**src/rtl/sig_period_monitor_if.sv**
```systemverilog
// Bundle of the oscillator pulse input and the period/fault reporting outputs.
// master: the monitor itself. slave: the consumer/driver side.
interface sig_period_monitor_if #(
  parameter int PW = 16
);
  logic          sig_in;
  logic [PW-1:0] period_out;
  logic          period_valid;
  logic          fault;
  logic [1:0]    fault_code;
  logic [7:0]    pulse_cnt;

  modport master (
    input  sig_in,
    output period_out, period_valid, fault, fault_code, pulse_cnt
  );

  modport slave (
    output sig_in,
    input  period_out, period_valid, fault, fault_code, pulse_cnt
  );
endinterface

```
**src/rtl/sig_period_monitor.sv**
```systemverilog
// Rising-edge period monitor for the oscillator's sig output.
// Measures cycles between rises and flags short / long / timeout against
// EXP_PERIOD +/- TOL.
// Optional macro PERIOD_MON_STICKY_FAULT_EN: faults latch until rst.
// Without it, fault is a one-cycle pulse and monitoring resumes at once.
module sig_period_monitor #(
  parameter int EXP_PERIOD = 35002,
  parameter int TOL        = 0,
  parameter int PW         = 16
) (
  input logic clk,
  input logic rst,
  sig_period_monitor_if.master mon
);

  typedef enum logic [1:0] {ARMED, MEAS, FAULT} state_e;

  localparam int            SHORT_MIN_I = (EXP_PERIOD > TOL) ? EXP_PERIOD - TOL : 0;
  localparam logic [PW-1:0] SHORT_MIN   = PW'(SHORT_MIN_I);
  localparam logic [PW-1:0] HI_LIM      = PW'(EXP_PERIOD + TOL);
  localparam logic [PW-1:0] TMO_LIM     = PW'(EXP_PERIOD + TOL + 1);

  localparam logic [1:0] CODE_SHORT = 2'b01;
  localparam logic [1:0] CODE_LONG  = 2'b10;
  localparam logic [1:0] CODE_TMO   = 2'b11;

  state_e        state_q, state_d;
  logic          sig_dly_q, sig_dly_d;
  logic [PW-1:0] cnt_q, cnt_d;
  logic [PW-1:0] period_q, period_d;
  logic          valid_q, valid_d;
  logic          fault_q, fault_d;
  logic [1:0]    code_q, code_d;
  logic [7:0]    pulse_q, pulse_d;

  logic          rise;
  logic          evt;
  logic [1:0]    evt_code;

  // Edge detect and fault-event decode for the current cycle.
  // A long period implies the counter has hit the timeout limit, so the
  // timeout test is ordered first and wins.
  always_comb begin
    rise     = mon.sig_in & ~sig_dly_q;
    evt      = 1'b0;
    evt_code = 2'b00;
    case (state_q)
      ARMED: begin
        if (!rise && cnt_q >= TMO_LIM) begin
          evt      = 1'b1;
          evt_code = CODE_TMO;
        end
      end
      MEAS: begin
        if (cnt_q >= TMO_LIM) begin
          evt      = 1'b1;
          evt_code = CODE_TMO;
        end else if (rise && cnt_q > HI_LIM) begin
          evt      = 1'b1;
          evt_code = CODE_LONG;
        end else if (rise && cnt_q < SHORT_MIN) begin
          evt      = 1'b1;
          evt_code = CODE_SHORT;
        end
      end
      default: ;
    endcase
  end

  // Next-state logic.
  always_comb begin
    state_d = state_q;
    case (state_q)
      ARMED: begin
`ifdef PERIOD_MON_STICKY_FAULT_EN
        if (evt)       state_d = FAULT;
        else if (rise) state_d = MEAS;
`else
        if (!evt && rise) state_d = MEAS;
`endif
      end
      MEAS: begin
`ifdef PERIOD_MON_STICKY_FAULT_EN
        if (evt) state_d = FAULT;
`else
        if (evt && evt_code == CODE_TMO) state_d = ARMED;
`endif
      end
`ifdef PERIOD_MON_STICKY_FAULT_EN
      FAULT:   state_d = FAULT;
`else
      FAULT:   state_d = ARMED;
`endif
      default: state_d = ARMED;
    endcase
  end

  // Datapath and output register inputs.
  always_comb begin
    sig_dly_d = mon.sig_in;
    pulse_d   = (rise && pulse_q != '1) ? pulse_q + 8'd1 : pulse_q;

    if (rise)              cnt_d = PW'(1);
    else if (cnt_q == '1)  cnt_d = cnt_q;
    else                   cnt_d = cnt_q + PW'(1);
`ifndef PERIOD_MON_STICKY_FAULT_EN
    // A timeout discards any coincident rise: the monitor re-arms from zero.
    if (evt && evt_code == CODE_TMO) cnt_d = '0;
`endif

    valid_d  = (state_q == MEAS) && rise;
    period_d = valid_d ? cnt_q : period_q;
    code_d   = evt ? evt_code : code_q;
`ifdef PERIOD_MON_STICKY_FAULT_EN
    fault_d  = fault_q | evt;
`else
    fault_d  = evt;
`endif
  end

  // State and output registers, synchronous active-high reset.
  always_ff @(posedge clk) begin
    if (rst) begin
      state_q   <= ARMED;
      sig_dly_q <= 1'b0;
      cnt_q     <= '0;
      period_q  <= '0;
      valid_q   <= 1'b0;
      fault_q   <= 1'b0;
      code_q    <= 2'b00;
      pulse_q   <= '0;
    end else begin
      state_q   <= state_d;
      sig_dly_q <= sig_dly_d;
      cnt_q     <= cnt_d;
      period_q  <= period_d;
      valid_q   <= valid_d;
      fault_q   <= fault_d;
      code_q    <= code_d;
      pulse_q   <= pulse_d;
    end
  end

  assign mon.period_out   = period_q;
  assign mon.period_valid = valid_q;
  assign mon.fault        = fault_q;
  assign mon.fault_code   = code_q;
  assign mon.pulse_cnt    = pulse_q;

endmodule

```
**src/flat_wrapper.sv**
```systemverilog
// flat-port wrapper written by rule: the top's interface ports become plain ports
module sig_period_monitor_flat 
#(
  parameter int EXP_PERIOD = 35002,
  parameter int TOL        = 0,
  parameter int PW         = 16
)
  (clk, rst, mon_sig_in, mon_period_out, mon_period_valid, mon_fault, mon_fault_code, mon_pulse_cnt);
  sig_period_monitor_if #(.PW(PW)) mon_i ();
  input logic clk;
  input logic rst;
  input wire logic [$bits(mon_i.sig_in)-1:0] mon_sig_in;
  output wire logic [$bits(mon_i.period_out)-1:0] mon_period_out;
  output wire logic [$bits(mon_i.period_valid)-1:0] mon_period_valid;
  output wire logic [$bits(mon_i.fault)-1:0] mon_fault;
  output wire logic [$bits(mon_i.fault_code)-1:0] mon_fault_code;
  output wire logic [$bits(mon_i.pulse_cnt)-1:0] mon_pulse_cnt;
  assign mon_i.sig_in = mon_sig_in;
  assign mon_period_out = mon_i.period_out;
  assign mon_period_valid = mon_i.period_valid;
  assign mon_fault = mon_i.fault;
  assign mon_fault_code = mon_i.fault_code;
  assign mon_pulse_cnt = mon_i.pulse_cnt;
  sig_period_monitor #(.EXP_PERIOD(EXP_PERIOD), .TOL(TOL), .PW(PW)) u_core (.clk(clk), .rst(rst), .mon(mon_i));
endmodule
```
**config.mk**
```make
export PLATFORM = sky130hd
export DESIGN_NAME = sig_period_monitor_flat
export DESIGN_NICKNAME = d
export VERILOG_FILES = /design/src/rtl/sig_period_monitor_if.sv /design/src/rtl/sig_period_monitor.sv /design/src/flat_wrapper.sv
export SDC_FILE = /design/constraint.sdc
export NUM_CORES = 1
export LEC_CHECK = 0
export BUFFER_PORTS_ARGS = -buffer_cell sky130_fd_sc_hd__buf_2
export CAP_MARGIN = 20
export CORE_UTILIZATION = 30
export CTS_BUF_LIST = sky130_fd_sc_hd__clkbuf_4 sky130_fd_sc_hd__clkbuf_8 sky130_fd_sc_hd__clkbuf_16
export CTS_CLUSTER_SIZE = 10
export DETAILED_ROUTE_END_ITERATION = 8
export GPL_ROUTABILITY_DRIVEN = 0
export GPL_TIMING_DRIVEN = 0
export SYNTH_ARGS = -nofsm -noshare
export SYNTH_HDL_FRONTEND = slang
export SYNTH_SLANG_ARGS = --single-unit
```
**constraint.sdc**
```tcl
create_clock -name clk -period 2.03 [get_ports clk]
set_input_delay 0.406 -clock clk [delete_from_list [all_inputs] [get_ports clk]]
set_output_delay 0.406 -clock clk [all_outputs]
set_load 0.01 [all_outputs]
```
=== After elaboration in Yosys (flattened, before gate mapping) ===
Cells that the tools add are included.

* Flip-flop bits (word level): 47
* Latch bits: 0
* Memory bits (writable): 0
* Bits in read-only memories: 0
* Output and inout bits: 28
* Logic and storage cells: 51
* Memories: 0

* Add/subtract/negate cells: 2
* $mul: 0
* Div/mod/pow operators: 0
* $lt $le $gt $ge: 3
* Eq/ne operators: 7
* Shift-type cells: 0
* Multiplexer cells: 15
* Bitwise gates (word level): 2
* Reduce and logical (&&, ||, !) cells: 13

{| class="wikitable"
|+ Operators with widths
! cell !! count
|-
| adder 16 x 1 -> 16 bit, second input constant || 1
|-
| equality test 16 bit, second input constant || 1
|-
| greater-or-equal comparator 16 bit, second input constant || 1
|-
| greater-than comparator 16 bit, second input constant || 1
|-
| less-than comparator 16 bit, second input constant || 1
|-
| two-way mux 2 bit || 5
|-
| adder 8 x 1 -> 8 bit, second input constant || 1
|-
| != test 8 bit, second input constant || 1
|-
| one-hot mux 2 bit (2 select lines) || 2
|-
| logical AND 1 bit || 7
|-
| two-way mux 1 bit || 7
|-
| != test 2 x 1 -> 1 bit, second input constant || 3
|-
| OR reduction 3 bit || 1
|-
| equality test 2 x 1 -> 1 bit, second input constant || 1
|-
| equality test 2 bit, second input constant || 1
|-
| logical NOT 1 bit || 2
|-
| logical NOT 2 bit || 1
|-
| one-hot mux 1 bit (2 select lines) || 1
|-
| AND reduction 2 bit || 1
|-
| OR reduction 2 bit || 1
|-
| bitwise AND 1 bit || 1
|-
| NOT 1 bit || 1
|}

=== Logic depth before layout (Yosys ltp) ===
* Word-level depth: 11
* Depth in mapped cells: 7
* Mapped depth without buffers: 6

=== Worst setup path after synthesis ===
OpenSTA, ideal clock, no wires.

* Path kind: register to register
* From: reg u_core.cnt_q[6]
* To: reg u_core.cnt_q[4]
* Setup time: 0.117 ns
* Arrival time: 1.591 ns
* Required time: 1.913 ns
* Path slack: 0.322 ns
* Cell stages (with the launch flop): 8
* Buffers on the path: 2
* Cells stage by stage: dfxtp_1 -> buf_2 -> nand4_1 -> or4_1 -> buf_6 -> nand4_1 -> xor2_1 -> nor2_1

* Cells in the longest elaborated chain, start to end: 9
* Elaborated cells on any way between the ends: 20

{| class="wikitable"
|+ RTL lines
! item !! line !! RTL
|-
| start: declaration || sig_period_monitor.sv:29 || <nowiki>logic [PW-1:0] cnt_q, cnt_d;</nowiki>
|-
| start signal: assignment || sig_period_monitor.sv:135 || <nowiki>cnt_q <= cnt_d;</nowiki>
|-
| less-than comparator 16 bit || sig_period_monitor.sv:61 || <nowiki>end else if (rise && cnt_q < SHORT_MIN) begin</nowiki>
|-
| logical AND 1 bit || sig_period_monitor.sv:61 ||
|-
| two-way mux 1 bit || sig_period_monitor.sv:61 ||
|-
| two-way mux 2 bit || sig_period_monitor.sv:58 || <nowiki>end else if (rise && cnt_q > HI_LIM) begin</nowiki>
|-
| two-way mux 2 bit || sig_period_monitor.sv:55 || <nowiki>if (cnt_q >= TMO_LIM) begin</nowiki>
|-
| one-hot mux 2 bit (2 select lines) || sig_period_monitor.sv:47 || <nowiki>case (state_q)</nowiki>
|-
| equality test 2 bit || sig_period_monitor.sv:108 || <nowiki>if (evt && evt_code == CODE_TMO) cnt_d = '0;</nowiki>
|-
| logical AND 1 bit || sig_period_monitor.sv:108 ||
|-
| OR reduction 3 bit (no line) || - ||
|}

Parallel ways exist; a longest one is shown, timed or not.
A chain may end at the register's enable or synchronous reset.

=== Final worst setup path ===
* From: reg u_core.cnt_q[0]
* To: reg u_core.cnt_q[3]

Same word-level chain as after synthesis.

==> results by group <==
Run status
  • Status: complete, but fails checks
  • Failing checks: DRC

Setup path
  • Max stage delay on crit path: 0.46 ns
  • Worst Path Arrival: 2.09 ns
  • Critical path cell sequence: ha_1 -> nand4_1 -> or4_1 -> buf_6 -> nand4_1 -> xor2_1 -> nor2_1
  • Top delay family on crit path: simple AND/OR/NAND/NOR gates
  • Data required time of the worst path: between 2 and 2.5 ns
  • CP max stage cell: dfxtp_1
  • CP Buf/Inv Count: 1
  • Most frequent CP cell: nand4_1
  • Startpoint class of the critical path: flip-flop
  • Kind of critical path: reg2reg
  • R2R depth: 7
  • Worst Path Max Fanout: 10
  • WP depth: 7
  • CP endpoint kind: flip-flop

Drt
  • Initial drt markers: 95
  • Drt first pass iters: 6
  • DR DRC count: 4
  • Via count: about 1.7k
  • Routed wire length: 4.23 mm
  • Vias per cell: slightly below 5
  • WL per Instance: between 10 and 15 um
  • Remaining antenna violation count: 0

Floorplan
  • I/O pins: 31
  • Starting Density: 31.5%
  • Die ar.: 7120 um2
  • Chip height: roughly 84 um
  • Rows: 29
  • Core region area: around 6500 um2
  • Die X: approximately 84 um

Timing
  • Period minus WS final: 1.90 ns
  • RSZ-0062 raised after global routing: false
  • Final worst path period share: between 90% and 100%
  • Max Clock Freq: about 530 MHz
  • Final setup violation count: 0
  • Clk_skew: roughly 0.0052 ns
  • Worst-Margin Slew: 0.586 ns
  • Final number of max-transition violations: 0
  • Slew margin rel.: 60.6%
  • Hold Fails Final Rpt: 0
  • Setup Total Neg Slack: 0 ns

Global routing
  • Vias in the first global route: 1538
  • Number of antenna violations at the first check in global routing: 0
  • Total gr overflow: 0
  • Pin count of the biggest net entering global routing: 14
  • First-pass GRT wire length: slightly above 7 mm
  • All-Layer GR Usage: between 10% and 20%

Clock network
  • Clk root buf: clkbuf_8
  • Post-CTS Setup Bufs: 0
  • Worst-path clk slew: 0.08 ns
  • Htree depth: 2
  • CTS Sinks: 46
  • Num CTS Buffers: 5
  • Clock tree buffer depth: 2
  • TritonCTS clock tree: built
  • Later-pin clock latency in the skew report: 0.30 ns

Run
  • Max Cap Viol: 0

Synth
  • Primary FF master, synth: dfxtp_1
  • Mean area per synthesized cell: slightly above 8 um2
  • Post-Synthesis Cells: 245
  • Top-count cell post-synth: dfxtp_1
  • Synth cell count leaders: dfxtp_1 (46), nand2_1 (42), nor2_1 (31), a21oi_1 (21), nand3_1 (10)
  • Register area share after synthesis: approximately 45%
  • Area leader, netlist: dfxtp_1
  • Post-synth net total: about 250
  • Yosys warnings: 0
  • Count of different cell masters after synthesis: between 40 and 50
  • Mapped Area: slightly above 2000 um2
  • Yosys top cell area share: ~45%
  • #FFs+latches synth: 46
  • Area contributors post-synth: dfxtp_1 (45%), nand2_1 (7.7%), nor2_1 (5.7%)
  • Asr flop ratio synth: 0%
  • Post-synth EDFFs: 0

Cells and area
  • Number of fillers in the final layout: 699
  • Diodes inserted: 0
  • Area Growth Syn to Fin: 16.3%
  • Final nets: between 200 and 300
  • Share of layout cells above drive strength 1: between 10% and 20%

Placed design
  • Post-DP HPWL: between 3 and 4 mm
  • IO Port Bufs: 30

Power and ir drop
  • Final Total Pwr: 1.57 mW
  • P per Cell Area: ~660 nW/um2
  • LEAKAGE: 0.891 nW
  • Peak supply drop: 0.000233 V

Min path
  • HP Class: in2reg
  • Worst hold stages: 2
==> registers in the layout, indices dropped and copies added (netlist names) <==
| register | cells |
|---|---|
| u_core.cnt_q | 16 |
| u_core.mon.fault | 1 |
| u_core.mon.fault_code | 2 |
| u_core.mon.period_out | 16 |
| u_core.mon.period_valid | 1 |
| u_core.mon.pulse_cnt | 8 |
| u_core.sig_dly_q | 1 |
| u_core.state_q | 1 |
==> power breakdown <==
group          total (mW)  internal [mW]  leakage [nW]  switching [mW]
Clock               0.543          0.250        0.0407           0.293
Sequential          0.933          0.917         0.372          0.0167
Combinational      0.0980         0.0351         0.478          0.0628
Total                1.57           1.20         0.891           0.373
==> worst register-to-register path: cells and delay by family, from the launching register on <==
family        cells  cell delay, ns
buf+inv           1            0.16
xor+xnor          1            0.15
fa+ha+maj         1            0.28
flops             1            0.46
simple gates      4            0.75
==> path summary, 6_finish.rpt <==
| check | slack [ns] | startpoint | end |
|---|---|---|---|
| hold reg to reg | 0.45 | u_core.mon.period_out[7] | u_core.mon.period_out[7] |
| setup reg to reg | 0.13 | u_core.cnt_q[0] | u_core.cnt_q[3] |
| setup / recovery | 0.13 | u_core.cnt_q[0] | u_core.cnt_q[3] |
| hold / removal | 0.32 | rst | u_core.sig_dly_q |
==> area by class of cell <==
type                            instances  area, um2  area share (%)
Multi-Input combinational cell        182       1040            43.8
Sequential cell                        46        921            38.9
Timing Repair Buffer                   30        150            6.34
Tap cell                               77       96.3            4.07
Clock buffer                            6       76.3            3.22
Buffer                                 14       68.8            2.91
Inverter                                3       11.3           0.476
Clock inverter                          1       7.51           0.317
==> metal layers <==
metal	share of wire, %	vias to the layer above	GRT usage, %
met5	0	-	0
met4	1.9	0	5.24
met3	4.1	7	3.34
met2	45	30	20.3
met1	49	794	15.9
li1	-	914	-
==> metrics by stage <==
step           instances  util [%]  cell area (um2)  hold slack, ns  setup WS [ns]
2_1_floorplan        245         -             2040           0.466          0.322
3_3_place_gp         352      35.3             2280           0.440         0.0910
3_5_place_dp         352      35.3             2280           0.444         0.0772
4_1_cts              359      36.6             2370           0.312         0.0771
5_1_grt              359      36.7             2370           0.319        0.00446
6_report             359      36.7             2370           0.323          0.129
==> cells in the final DEF (no fill, tap or decap), types with 2 or more instances in the layout <==
cell type  synthesis  routed
dfxtp_1           46      46
xnor2_1            8       8
ha_1               3       3
a211oi_1           2       2
nand2_1           42      42
o21ai_1            2       2
nor3_1             7       7
o21ai_0            3       3
nor2_1            31      31
mux2i_1            4       4
nor4_1             2       2
nand3_1           10      10
xor2_1             9       9
and3_1             2       2
nor3b_1            2       2
nor2b_1            2       2
nand4_1            8       8
inv_1              3       3
nand2b_1           3       3
clkbuf_1           8       8
buf_2              4      34
clkbuf_8           0       5
a21oi_1           21      21
==> cells by family (layout without fill, tap and decap cells) <==
logic type      Yosys count  in the layout  share of synthesized area [%]
simple gates            119            119                           27.8
flops                    46             46                           45.2
compound gates           39             39                           11.9
xor+xnor                 17             17                           7.31
buf+inv                  17             54                           3.93
mux                       4              4                           1.97
fa+ha+maj                 3              3                           1.84
==> timing repair <==
action / CTS / global route
resized for setup: 0 / 1
setup endpoints to repair: 0 / 10
hold buffers: 0 / 0
No activity file was read; power rests on OpenSTA's default activity.
